===== src/rtl/phy_pkg.sv =====
// ----------------------------------------------------------------------------
// phy_pkg
// Shared 802.11 PHY definitions used by the transmit and receive paths:
//   - receive deframer state encoding
//   - default framing parameters (N_DBPS, preamble length, tail length)
//   - bit offsets of the 24-bit SIGNAL field. The field is held as a shift
//     word, so the first received bit sits at bit 23.
//   - scrambler polynomial x^7 + x^4 + 1 (taps shared with the TX scrambler)
//   - even-parity helper for the SIGNAL field
// ----------------------------------------------------------------------------
package phy_pkg;

    typedef enum logic [2:0] {
        ST_IDLE    = 3'd0,
        ST_HUNT    = 3'd1,
        ST_SIGNAL  = 3'd2,
        ST_SERVICE = 3'd3,
        ST_PSDU    = 3'd4,
        ST_TAIL    = 3'd5,
        ST_PAD     = 3'd6
    } rx_state_t;

    localparam int N_DBPS_DEF        = 24;
    localparam int PREAMBLE_BITS_DEF = 96;
    localparam int TAIL_BITS_DEF     = 6;

    localparam int SIGNAL_BITS  = 24;
    localparam int SERVICE_BITS = 16;
    // Leading SERVICE bits are all zero before scrambling, so they carry the seed
    localparam int SEED_BITS    = 7;

    // SIGNAL field layout inside the shift word (first received bit = 23)
    localparam int SIG_RATE_MSB = 23;
    localparam int SIG_RATE_LSB = 20;
    localparam int SIG_RSVD     = 19;
    localparam int SIG_LEN_MSB  = 18;
    localparam int SIG_LEN_LSB  = 7;
    localparam int SIG_PARITY   = 6;
    localparam int SIG_TAIL_MSB = 5;
    localparam int SIG_TAIL_LSB = 0;
    localparam int SIG_PAR_SPAN = SIG_RATE_MSB - SIG_PARITY + 1;

    // Scrambler polynomial x^7 + x^4 + 1
    localparam int SCR_WIDTH  = 7;
    localparam int SCR_TAP_HI = 7;
    localparam int SCR_TAP_LO = 4;

    // True when the covered bits (data plus parity bit) have even parity
    function automatic logic even_parity_ok(input logic [SIG_PAR_SPAN-1:0] bits_i);
        return ((^bits_i) == 1'b0);
    endfunction

endpackage


===== src/rtl/descrambler.sv =====
// ----------------------------------------------------------------------------
// descrambler
// 7-bit additive descrambler for x^7 + x^4 + 1.
// The register holds the last seven sequence bits, with bit 0 the most recent.
// Each new sequence bit is x[n-7] ^ x[n-4].
//   Clock   in  : rising-edge clock
//   Reset   in  : asynchronous active-low reset
//   Load    in  : shift Seed_in straight into the register (seed recovery)
//   Seed_in in  : received bit used during seed recovery
//   Advance in  : shift the generated sequence bit into the register
//   Seq_bit out : current sequence bit to XOR with the received bit
// ----------------------------------------------------------------------------
module descrambler
    import phy_pkg::*;
(
    input  logic Clock,
    input  logic Reset,
    input  logic Load,
    input  logic Seed_in,
    input  logic Advance,
    output logic Seq_bit
);

    logic [SCR_WIDTH-1:0] lfsr_r;

    // Sequence bit is combinational so it can be applied to the bit being consumed
    assign Seq_bit = lfsr_r[SCR_TAP_HI-1] ^ lfsr_r[SCR_TAP_LO-1];

    // LFSR state: serial seed load takes priority over free-running advance
    always_ff @(posedge Clock or negedge Reset) begin
        if (!Reset) begin
            lfsr_r <= 7'd0;
        end else if (Load) begin
            lfsr_r <= {lfsr_r[SCR_WIDTH-2:0], Seed_in};
        end else if (Advance) begin
            lfsr_r <= {lfsr_r[SCR_WIDTH-2:0], Seq_bit};
        end else begin
            lfsr_r <= lfsr_r;
        end
    end

endmodule


===== src/rtl/rx_deframer.sv =====
// ----------------------------------------------------------------------------
// rx_deframer
// Receive deframer for the 802.11 bit stream. The block:
//   - locks on the alternating preamble
//   - parses and checks the SIGNAL field
//   - recovers the scrambler seed from SERVICE
//   - descrambles the PSDU and assembles bytes
//   - discards the tail and pad bits, then reports the end of the frame
// Ports:
//   Clock, Reset (async active-low), Start (arm/abort)
//   In_valid/In_bit                       : serial input, gaps allowed
//   Rate[3:0], Length[11:0]               : last accepted SIGNAL contents
//   Signal_ok, Signal_err                 : SIGNAL verdict pulses
//   Data_valid/Data_bit                   : descrambled PSDU bit stream
//   Byte_valid/Data_byte                  : assembled byte, first bit in bit 0
//   Frame_done                            : pulse after the final DATA bit
//   Busy                                  : high in every state except IDLE
// ----------------------------------------------------------------------------
module rx_deframer
    import phy_pkg::*;
#(
    parameter int N_DBPS        = N_DBPS_DEF,
    parameter int PREAMBLE_BITS = PREAMBLE_BITS_DEF,
    parameter int TAIL_BITS     = TAIL_BITS_DEF
) (
    input  logic        Clock,
    input  logic        Reset,
    input  logic        Start,
    input  logic        In_valid,
    input  logic        In_bit,
    output logic [3:0]  Rate,
    output logic [11:0] Length,
    output logic        Signal_ok,
    output logic        Signal_err,
    output logic        Data_valid,
    output logic        Data_bit,
    output logic        Byte_valid,
    output logic [7:0]  Data_byte,
    output logic        Frame_done,
    output logic        Busy
);

    rx_state_t   state_r;
    rx_state_t   state_nxt_s;

    logic [6:0]  run_cnt_r;
    logic [6:0]  run_cnt_nxt_s;
    logic        run_match_s;
    logic        run_hit_s;

    logic [14:0] bit_cnt_r;
    logic [14:0] bit_cnt_inc_s;
    logic [14:0] psdu_last_s;
    logic        sig_last_s;
    logic        svc_last_s;
    logic        psdu_end_s;
    logic        tail_last_s;

    logic [7:0]  sym_cnt_r;
    logic [7:0]  sym_cnt_nxt_s;
    logic        sym_wrap_s;

    logic [22:0] sig_sr_r;
    logic [23:0] sig_word_s;
    logic        sig_good_s;

    logic [6:0]  byte_sr_r;
    logic        consume_s;
    logic        scr_load_s;
    logic        scr_adv_s;
    logic        seq_bit_s;
    logic        plain_bit_s;

    logic [3:0]  rate_r;
    logic [11:0] length_r;
    logic        signal_ok_r;
    logic        signal_err_r;
    logic        data_valid_r;
    logic        data_bit_r;
    logic        byte_valid_r;
    logic [7:0]  data_byte_r;
    logic        frame_done_r;
    logic        busy_r;

    descrambler u_descrambler (
        .Clock   (Clock),
        .Reset   (Reset),
        .Load    (scr_load_s),
        .Seed_in (In_bit),
        .Advance (scr_adv_s),
        .Seq_bit (seq_bit_s)
    );

    // Per-bit decode: consume qualifier, counter end points, SIGNAL check, descrambler controls
    always_comb begin
        // Start wins over a same-cycle input bit, which is then dropped
        consume_s     = In_valid & ~Start;

        // Expected preamble bit is 1 for an even run length (run starts with 1)
        run_match_s   = (In_bit != run_cnt_r[0]);
        if (run_match_s) begin
            run_cnt_nxt_s = run_cnt_r + 7'd1;
        end else begin
            run_cnt_nxt_s = {6'd0, In_bit};
        end
        run_hit_s     = run_match_s && (run_cnt_r == 7'(PREAMBLE_BITS - 1));

        bit_cnt_inc_s = bit_cnt_r + 15'd1;
        psdu_last_s   = {length_r, 3'b000} - 15'd1;
        sig_last_s    = (bit_cnt_r == 15'(SIGNAL_BITS - 1));
        svc_last_s    = (bit_cnt_r == 15'(SERVICE_BITS - 1));
        psdu_end_s    = (bit_cnt_r == psdu_last_s);
        tail_last_s   = (bit_cnt_r == 15'(TAIL_BITS - 1));

        // Symbol counter holds DATA bits consumed so far, mod N_DBPS
        sym_wrap_s    = (sym_cnt_r == 8'(N_DBPS - 1));
        if (sym_wrap_s) begin
            sym_cnt_nxt_s = 8'd0;
        end else begin
            sym_cnt_nxt_s = sym_cnt_r + 8'd1;
        end

        // Complete SIGNAL word as it would be after shifting in this bit
        sig_word_s    = {sig_sr_r, In_bit};
        sig_good_s    = (sig_word_s[SIG_RSVD] == 1'b0)
                     && even_parity_ok(sig_word_s[SIG_RATE_MSB:SIG_PARITY])
                     && (sig_word_s[SIG_TAIL_MSB:SIG_TAIL_LSB] == 6'd0)
                     && (sig_word_s[SIG_LEN_MSB:SIG_LEN_LSB] != 12'd0);

        scr_load_s    = consume_s && (state_r == ST_SERVICE)
                     && (bit_cnt_r < 15'(SEED_BITS));
        scr_adv_s     = consume_s
                     && (((state_r == ST_SERVICE) && (bit_cnt_r >= 15'(SEED_BITS)))
                         || (state_r == ST_PSDU) || (state_r == ST_TAIL));
        plain_bit_s   = In_bit ^ seq_bit_s;
    end

    // Next-state logic: the state only moves on consumed bits, or on Start
    always_comb begin
        state_nxt_s = state_r;
        if (Start) begin
            state_nxt_s = ST_HUNT;
        end else if (!In_valid) begin
            state_nxt_s = state_r;
        end else begin
            case (state_r)
                ST_IDLE: begin
                    state_nxt_s = ST_IDLE;
                end
                ST_HUNT: begin
                    if (run_hit_s) begin
                        state_nxt_s = ST_SIGNAL;
                    end else begin
                        state_nxt_s = ST_HUNT;
                    end
                end
                ST_SIGNAL: begin
                    if (!sig_last_s) begin
                        state_nxt_s = ST_SIGNAL;
                    end else if (sig_good_s) begin
                        state_nxt_s = ST_SERVICE;
                    end else begin
                        state_nxt_s = ST_HUNT;
                    end
                end
                ST_SERVICE: begin
                    if (svc_last_s) begin
                        state_nxt_s = ST_PSDU;
                    end else begin
                        state_nxt_s = ST_SERVICE;
                    end
                end
                ST_PSDU: begin
                    if (psdu_end_s) begin
                        state_nxt_s = ST_TAIL;
                    end else begin
                        state_nxt_s = ST_PSDU;
                    end
                end
                ST_TAIL: begin
                    // Skip PAD entirely when the tail already ends on a symbol boundary
                    if (!tail_last_s) begin
                        state_nxt_s = ST_TAIL;
                    end else if (sym_wrap_s) begin
                        state_nxt_s = ST_IDLE;
                    end else begin
                        state_nxt_s = ST_PAD;
                    end
                end
                ST_PAD: begin
                    if (sym_wrap_s) begin
                        state_nxt_s = ST_IDLE;
                    end else begin
                        state_nxt_s = ST_PAD;
                    end
                end
                default: begin
                    state_nxt_s = ST_IDLE;
                end
            endcase
        end
    end

    // FSM state register
    always_ff @(posedge Clock or negedge Reset) begin
        if (!Reset) begin
            state_r <= ST_IDLE;
        end else begin
            state_r <= state_nxt_s;
        end
    end

    // Datapath: counters, SIGNAL capture, byte assembly, registered outputs and pulses
    always_ff @(posedge Clock or negedge Reset) begin
        if (!Reset) begin
            run_cnt_r    <= 7'd0;
            bit_cnt_r    <= 15'd0;
            sym_cnt_r    <= 8'd0;
            sig_sr_r     <= 23'd0;
            byte_sr_r    <= 7'd0;
            rate_r       <= 4'd0;
            length_r     <= 12'd0;
            signal_ok_r  <= 1'b0;
            signal_err_r <= 1'b0;
            data_valid_r <= 1'b0;
            data_bit_r   <= 1'b0;
            byte_valid_r <= 1'b0;
            data_byte_r  <= 8'd0;
            frame_done_r <= 1'b0;
            busy_r       <= 1'b0;
        end else begin
            // Pulses are single-cycle irrespective of In_valid
            signal_ok_r  <= 1'b0;
            signal_err_r <= 1'b0;
            data_valid_r <= 1'b0;
            byte_valid_r <= 1'b0;
            frame_done_r <= 1'b0;
            busy_r       <= (state_nxt_s != ST_IDLE);

            if (Start) begin
                // Abort: clear every counter; Rate/Length are kept
                run_cnt_r <= 7'd0;
                bit_cnt_r <= 15'd0;
                sym_cnt_r <= 8'd0;
                sig_sr_r  <= 23'd0;
                byte_sr_r <= 7'd0;
            end else if (In_valid) begin
                case (state_r)
                    ST_IDLE: begin
                        run_cnt_r <= 7'd0;
                    end
                    ST_HUNT: begin
                        bit_cnt_r <= 15'd0;
                        if (run_hit_s) begin
                            run_cnt_r <= 7'd0;
                        end else begin
                            run_cnt_r <= run_cnt_nxt_s;
                        end
                    end
                    ST_SIGNAL: begin
                        sig_sr_r <= sig_word_s[22:0];
                        if (sig_last_s) begin
                            bit_cnt_r <= 15'd0;
                            sym_cnt_r <= 8'd0;
                            run_cnt_r <= 7'd0;
                            if (sig_good_s) begin
                                rate_r      <= sig_word_s[SIG_RATE_MSB:SIG_RATE_LSB];
                                length_r    <= sig_word_s[SIG_LEN_MSB:SIG_LEN_LSB];
                                signal_ok_r <= 1'b1;
                            end else begin
                                signal_err_r <= 1'b1;
                            end
                        end else begin
                            bit_cnt_r <= bit_cnt_inc_s;
                        end
                    end
                    ST_SERVICE: begin
                        sym_cnt_r <= sym_cnt_nxt_s;
                        if (svc_last_s) begin
                            bit_cnt_r <= 15'd0;
                        end else begin
                            bit_cnt_r <= bit_cnt_inc_s;
                        end
                    end
                    ST_PSDU: begin
                        sym_cnt_r    <= sym_cnt_nxt_s;
                        data_valid_r <= 1'b1;
                        data_bit_r   <= plain_bit_s;
                        // Bytes fill from bit 0 upward: new bits enter at the top
                        byte_sr_r    <= {plain_bit_s, byte_sr_r[6:1]};
                        if (bit_cnt_r[2:0] == 3'd7) begin
                            byte_valid_r <= 1'b1;
                            data_byte_r  <= {plain_bit_s, byte_sr_r};
                        end
                        if (psdu_end_s) begin
                            bit_cnt_r <= 15'd0;
                        end else begin
                            bit_cnt_r <= bit_cnt_inc_s;
                        end
                    end
                    ST_TAIL: begin
                        sym_cnt_r <= sym_cnt_nxt_s;
                        if (tail_last_s) begin
                            bit_cnt_r    <= 15'd0;
                            frame_done_r <= sym_wrap_s;
                        end else begin
                            bit_cnt_r <= bit_cnt_inc_s;
                        end
                    end
                    ST_PAD: begin
                        sym_cnt_r    <= sym_cnt_nxt_s;
                        frame_done_r <= sym_wrap_s;
                    end
                    default: begin
                        run_cnt_r <= 7'd0;
                    end
                endcase
            end
        end
    end

    assign Rate       = rate_r;
    assign Length     = length_r;
    assign Signal_ok  = signal_ok_r;
    assign Signal_err = signal_err_r;
    assign Data_valid = data_valid_r;
    assign Data_bit   = data_bit_r;
    assign Byte_valid = byte_valid_r;
    assign Data_byte  = data_byte_r;
    assign Frame_done = frame_done_r;
    assign Busy       = busy_r;

endmodule


===== config.mk =====
export PLATFORM = sky130hd
export DESIGN_NAME = rx_deframer
export DESIGN_NICKNAME = d
export VERILOG_FILES = /design/src/rtl/phy_pkg.sv /design/src/rtl/descrambler.sv /design/src/rtl/rx_deframer.sv
export SDC_FILE = /design/constraint.sdc
export NUM_CORES = 1
export LEC_CHECK = 0
export BUFFER_PORTS_ARGS = -buffer_cell sky130_fd_sc_hd__buf_2
export CORE_MARGIN = 1.5
export CORE_UTILIZATION = 50
export DETAILED_ROUTE_END_ITERATION = 8
export GPL_TIMING_DRIVEN = 0
export PLACE_DENSITY = 0.66
export SYNTH_ARGS = -nofsm -noshare
export SYNTH_HDL_FRONTEND = slang
export SYNTH_HIERARCHICAL = 1
export SYNTH_SLANG_ARGS = --single-unit

===== constraint.sdc =====
create_clock -name Clock -period 9.1 [get_ports Clock]
set_input_delay 1.365 -clock Clock [delete_from_list [all_inputs] [get_ports Clock]]
set_output_delay 1.365 -clock Clock [all_outputs]
set_load 0.02 [all_outputs]

==> results.yml <==
floorplanning:
  design.core.area_um2: 10420
  design.portCount: 36
  die_width_um: 107.0
  initial_utilization_pct: 51.88
  die_height_um: 107.0
  die_area_um2: 11440
  floorplan.rows: 37
timing:
  maxSlewViolCount: 0
  post-route-min-period_ps: 3529
  clock-skew-final_ps: 7.795
  max-slew-margin-rel_pct: 14.82
  grt_setup_unrepaired: "false"
  timing.setup.tns_ps: 0
  final_hold_viol_count: 0
  hold_slack_ps: 490.5
  final.period_utilization_pct: 38.78
  tightest_pin_transition_ps: 1266
  final_report_setup_violation_count: 0
  fmax_ghz: 0.2834
yosys:
  synthTopCellsByArea: "dfrtp_1 (47%), nand2_1 (4.9%), mux2_2 (4.6%)"
  mappedNetlistArea_um2: 5404
  post-synth-top-area-fraction_pct: 46.77
  async_flop_share_pct: 100.0
  share_of_synthesized_cell_area_in_full_adder_half_adder_and_majority_cells_pct: 2.084
  synth_top_family_by_area: "simple AND/OR/NAND/NOR gates"
  ys.flop_type: "dfrtp_1"
  synth-compound-area-share_pct: 16.37
  flop_and_latch_count_out_of_synthesis: 101
  synth_xor_xnor_area_share_pct: 5.765
  synth-edff-count: 0
  synth.yosys.warnings: 6
  mappedNetlistNets: 575
  synth.yosys.seq_area_share_pct: 46.77
  synth_cell_types: 62
  post_synthesis_cell_type_with_the_largest_combined_area: "dfrtp_1"
  syn_area_per_cell_um2: 9.633
  simple_gate_portion_of_the_synthesized_area_pct: 20.26
  netlist_instances: 561
  muxShareOfSynthArea_pct: 5.603
finish:
  drive_above_1_share_pct: 14.22
  fill_cells: 919
  insertedDiodeCount: 0
  layout.cells.non_filler: 748
  syn_to_final_growth_pct: 10.42
  seq_area_um2: 2527
  num-nets-final: 621
  multi_input_comb_area_um2: 2706
hold_path:
  holdPathStages: 2
  timing.hold.worst.class: "register to register"
placed_design:
  io_buffers: 34
  dp.final_hpwl_um: 8547
  gp_congestion: 0.8888
  dp.cells: 732
clock_tree:
  clock_insertion_delay_worst_skew_ps: 370
  post_cts_resize_count: 0
  post_cts_hold_buffer_count: 0
  tritoncts_clock_tree: "built"
  cts_max_level: 3
  cts_setup_buffers: 0
  cts_sinks: 101
  cts_made_buffers: 9
  ctsRootBufferMaster: "clkbuf_8"
  max-clock-path-buffers: 2
  clk_pin_slew_ps: 110
global_routing:
  antenna_found_initial: 0
  grt_max_degree: 70
  grtUsageTotal_pct: 23.13
  via_count_of_the_first_global_routing_pass: 4312
  grt.overflow.total: 0
  wire_length_of_the_first_global_routing_pass_um: 21050
critical_path:
  critPathArrivalTime_ps: 3790
  crit_path_start_kind: "register"
  cp_cell_sequence: "clkbuf_1 -> or4_1 -> or3_4 -> or3_1 -> nor4_1 -> nor2_4 -> mux2_2"
  largest_stage_delay_worst_path_ps: 1070
  worstPathRequired_ps: 9360
  timing.reg2reg.worst_path_depth: 7
  ws_path_type: "register to register"
  reg2reg_slack_ps: 5570
  crit_slowest_cell: "nor4_1"
  worst_setup_path_end_kind: "register"
  maximum_fanout_along_the_worst_path: 7
outcome:
  run_status: "complete, no violations"
route:
  ant_nets: 0
  detail_route.drc_violations: 0
  drt_pass1_iterations: 5
  routedWlPerCell_um: 16.18
  vias: 4395
  detailedRoute.firstIterationViolations: 227
  via_per_inst: 5.876
  drt_wl_total_um: 12100
pwr:
  p_leak_nw: 2.708
  cellPowerDensity_nw_per_um2: 131.4
  vdd.ir_drop.worst_mv: 0.06610
job:
  max-cap-violations: 0
==> synthesized netlist by cell type (2+ instances only) <==
master     number
a22o_1         25
a31oi_1         2
buf_1           2
xor2_1          6
nor4_1          9
o21a_1          2
a21oi_1        15
a2111oi_0       2
nand2_1        70
nand4_1         4
o21ai_0        46
or4_1           6
ha_1            9
nor3_1         18
or2_2           6
o31ai_1         6
nor4b_1         2
nor3b_1         3
o21bai_1        2
nor2_1         39
clkbuf_1       26
o311a_1         2
o211ai_1       12
a21boi_0        3
and3_1          5
nand2b_1       11
mux2_1          4
xnor2_1        27
or3_1           7
a41o_1          2
a211oi_1        3
nand3_1        19
and4_1          2
mux2_2         22
inv_1          12
nor2b_1         4
dfrtp_1       101
==> power by group <==
group / switching, mW / internal, mW / total, mW
Sequential: 0.00360 / 0.453 / 0.456
Combinational: 0.0317 / 0.0132 / 0.0449
Clock: 0.176 / 0.107 / 0.283
==> cells in the final DEF (no fill, tap or decap), types with 11 or more instances in the layout <==
master | synthesis | routed
o211ai_1 | 12 | 12
nor2_1 | 39 | 39
nand2_1 | 70 | 70
inv_1 | 12 | 12
a21oi_1 | 15 | 15
dfrtp_1 | 101 | 101
nor3_1 | 18 | 18
buf_2 | 1 | 34
a22o_1 | 25 | 25
nand3_1 | 19 | 19
o21ai_0 | 46 | 46
mux2_2 | 22 | 22
xnor2_1 | 27 | 27
clkbuf_1 | 26 | 26
nand2b_1 | 11 | 11
==> critical path, delay by kind of cell (launching register included) <==
kind	cells	cell delay [ps]
and+or+nand+nor	5	2520
DFF	1	370
muxes	1	350
buffers and inverters	1	180
==> registers in the layout, summed over array words and instances (netlist names), 7 cells and up <==
name / flops
u_descrambler/lfsr_r: 7
Length: 12
sig_sr_r: 23
run_cnt_r: 7
Data_byte: 8
bit_cnt_r: 15
sym_cnt_r: 8
byte_sr_r: 7
==> path summary, 6_finish.rpt <==
path | endpoint | startpoint
min | Data_byte[7] | Data_byte[7]
max | u_descrambler/lfsr_r[4] | bit_cnt_r[6]
min reg2reg | Data_byte[7] | Data_byte[7]
max in group asynchronous | bit_cnt_r[3] | Reset
min in group asynchronous | Byte_valid | Reset
max reg2reg | u_descrambler/lfsr_r[4] | bit_cnt_r[6]
==> stage by stage <==
step	setup slack [ps]	utilization, %	total power, mW	area (um2)
floorplan	5958	-	0.4892	5404
global placement	5436	55.15	0.5071	5744
detailed placement	5391	55.44	0.5104	5774
CTS	5665	57.29	0.7914	5967
global route	5501	57.29	0.8160	5967
finish	5571	57.29	0.7838	5967
==> kinds of logic after synthesis <==
kind of cell | Yosys count
AO/OA/AOI/OAI | 131
XOR/XNOR | 34
adder cells (fa/ha/maj) | 9
buffers and inverters | 43
flip-flops | 101
multiplexers | 27
AND/OR/NAND/NOR | 216
==> metal layers <==
| metal | global-route usage [%] | routed length (um) |
|---|---|---|
| met1 | 33.16 | 5817 |
| met2 | 35.71 | 5556 |
| met3 | 3.587 | 525 |
| met4 | 8.190 | 199 |
| met5 | 0 | 0 |
==> cell type report <==
type / instances / area share (%)
plain buffers: 30 / 2.034
clock buffers: 9 / 2.076
clock inverters: 7 / 1.153
inverters: 13 / 0.8178
multi-input cells: 417 / 45.36
flip-flops and latches: 101 / 42.36
well taps: 136 / 2.852
repair buffers: 35 / 3.355
No activity file was read; power rests on OpenSTA's default activity.
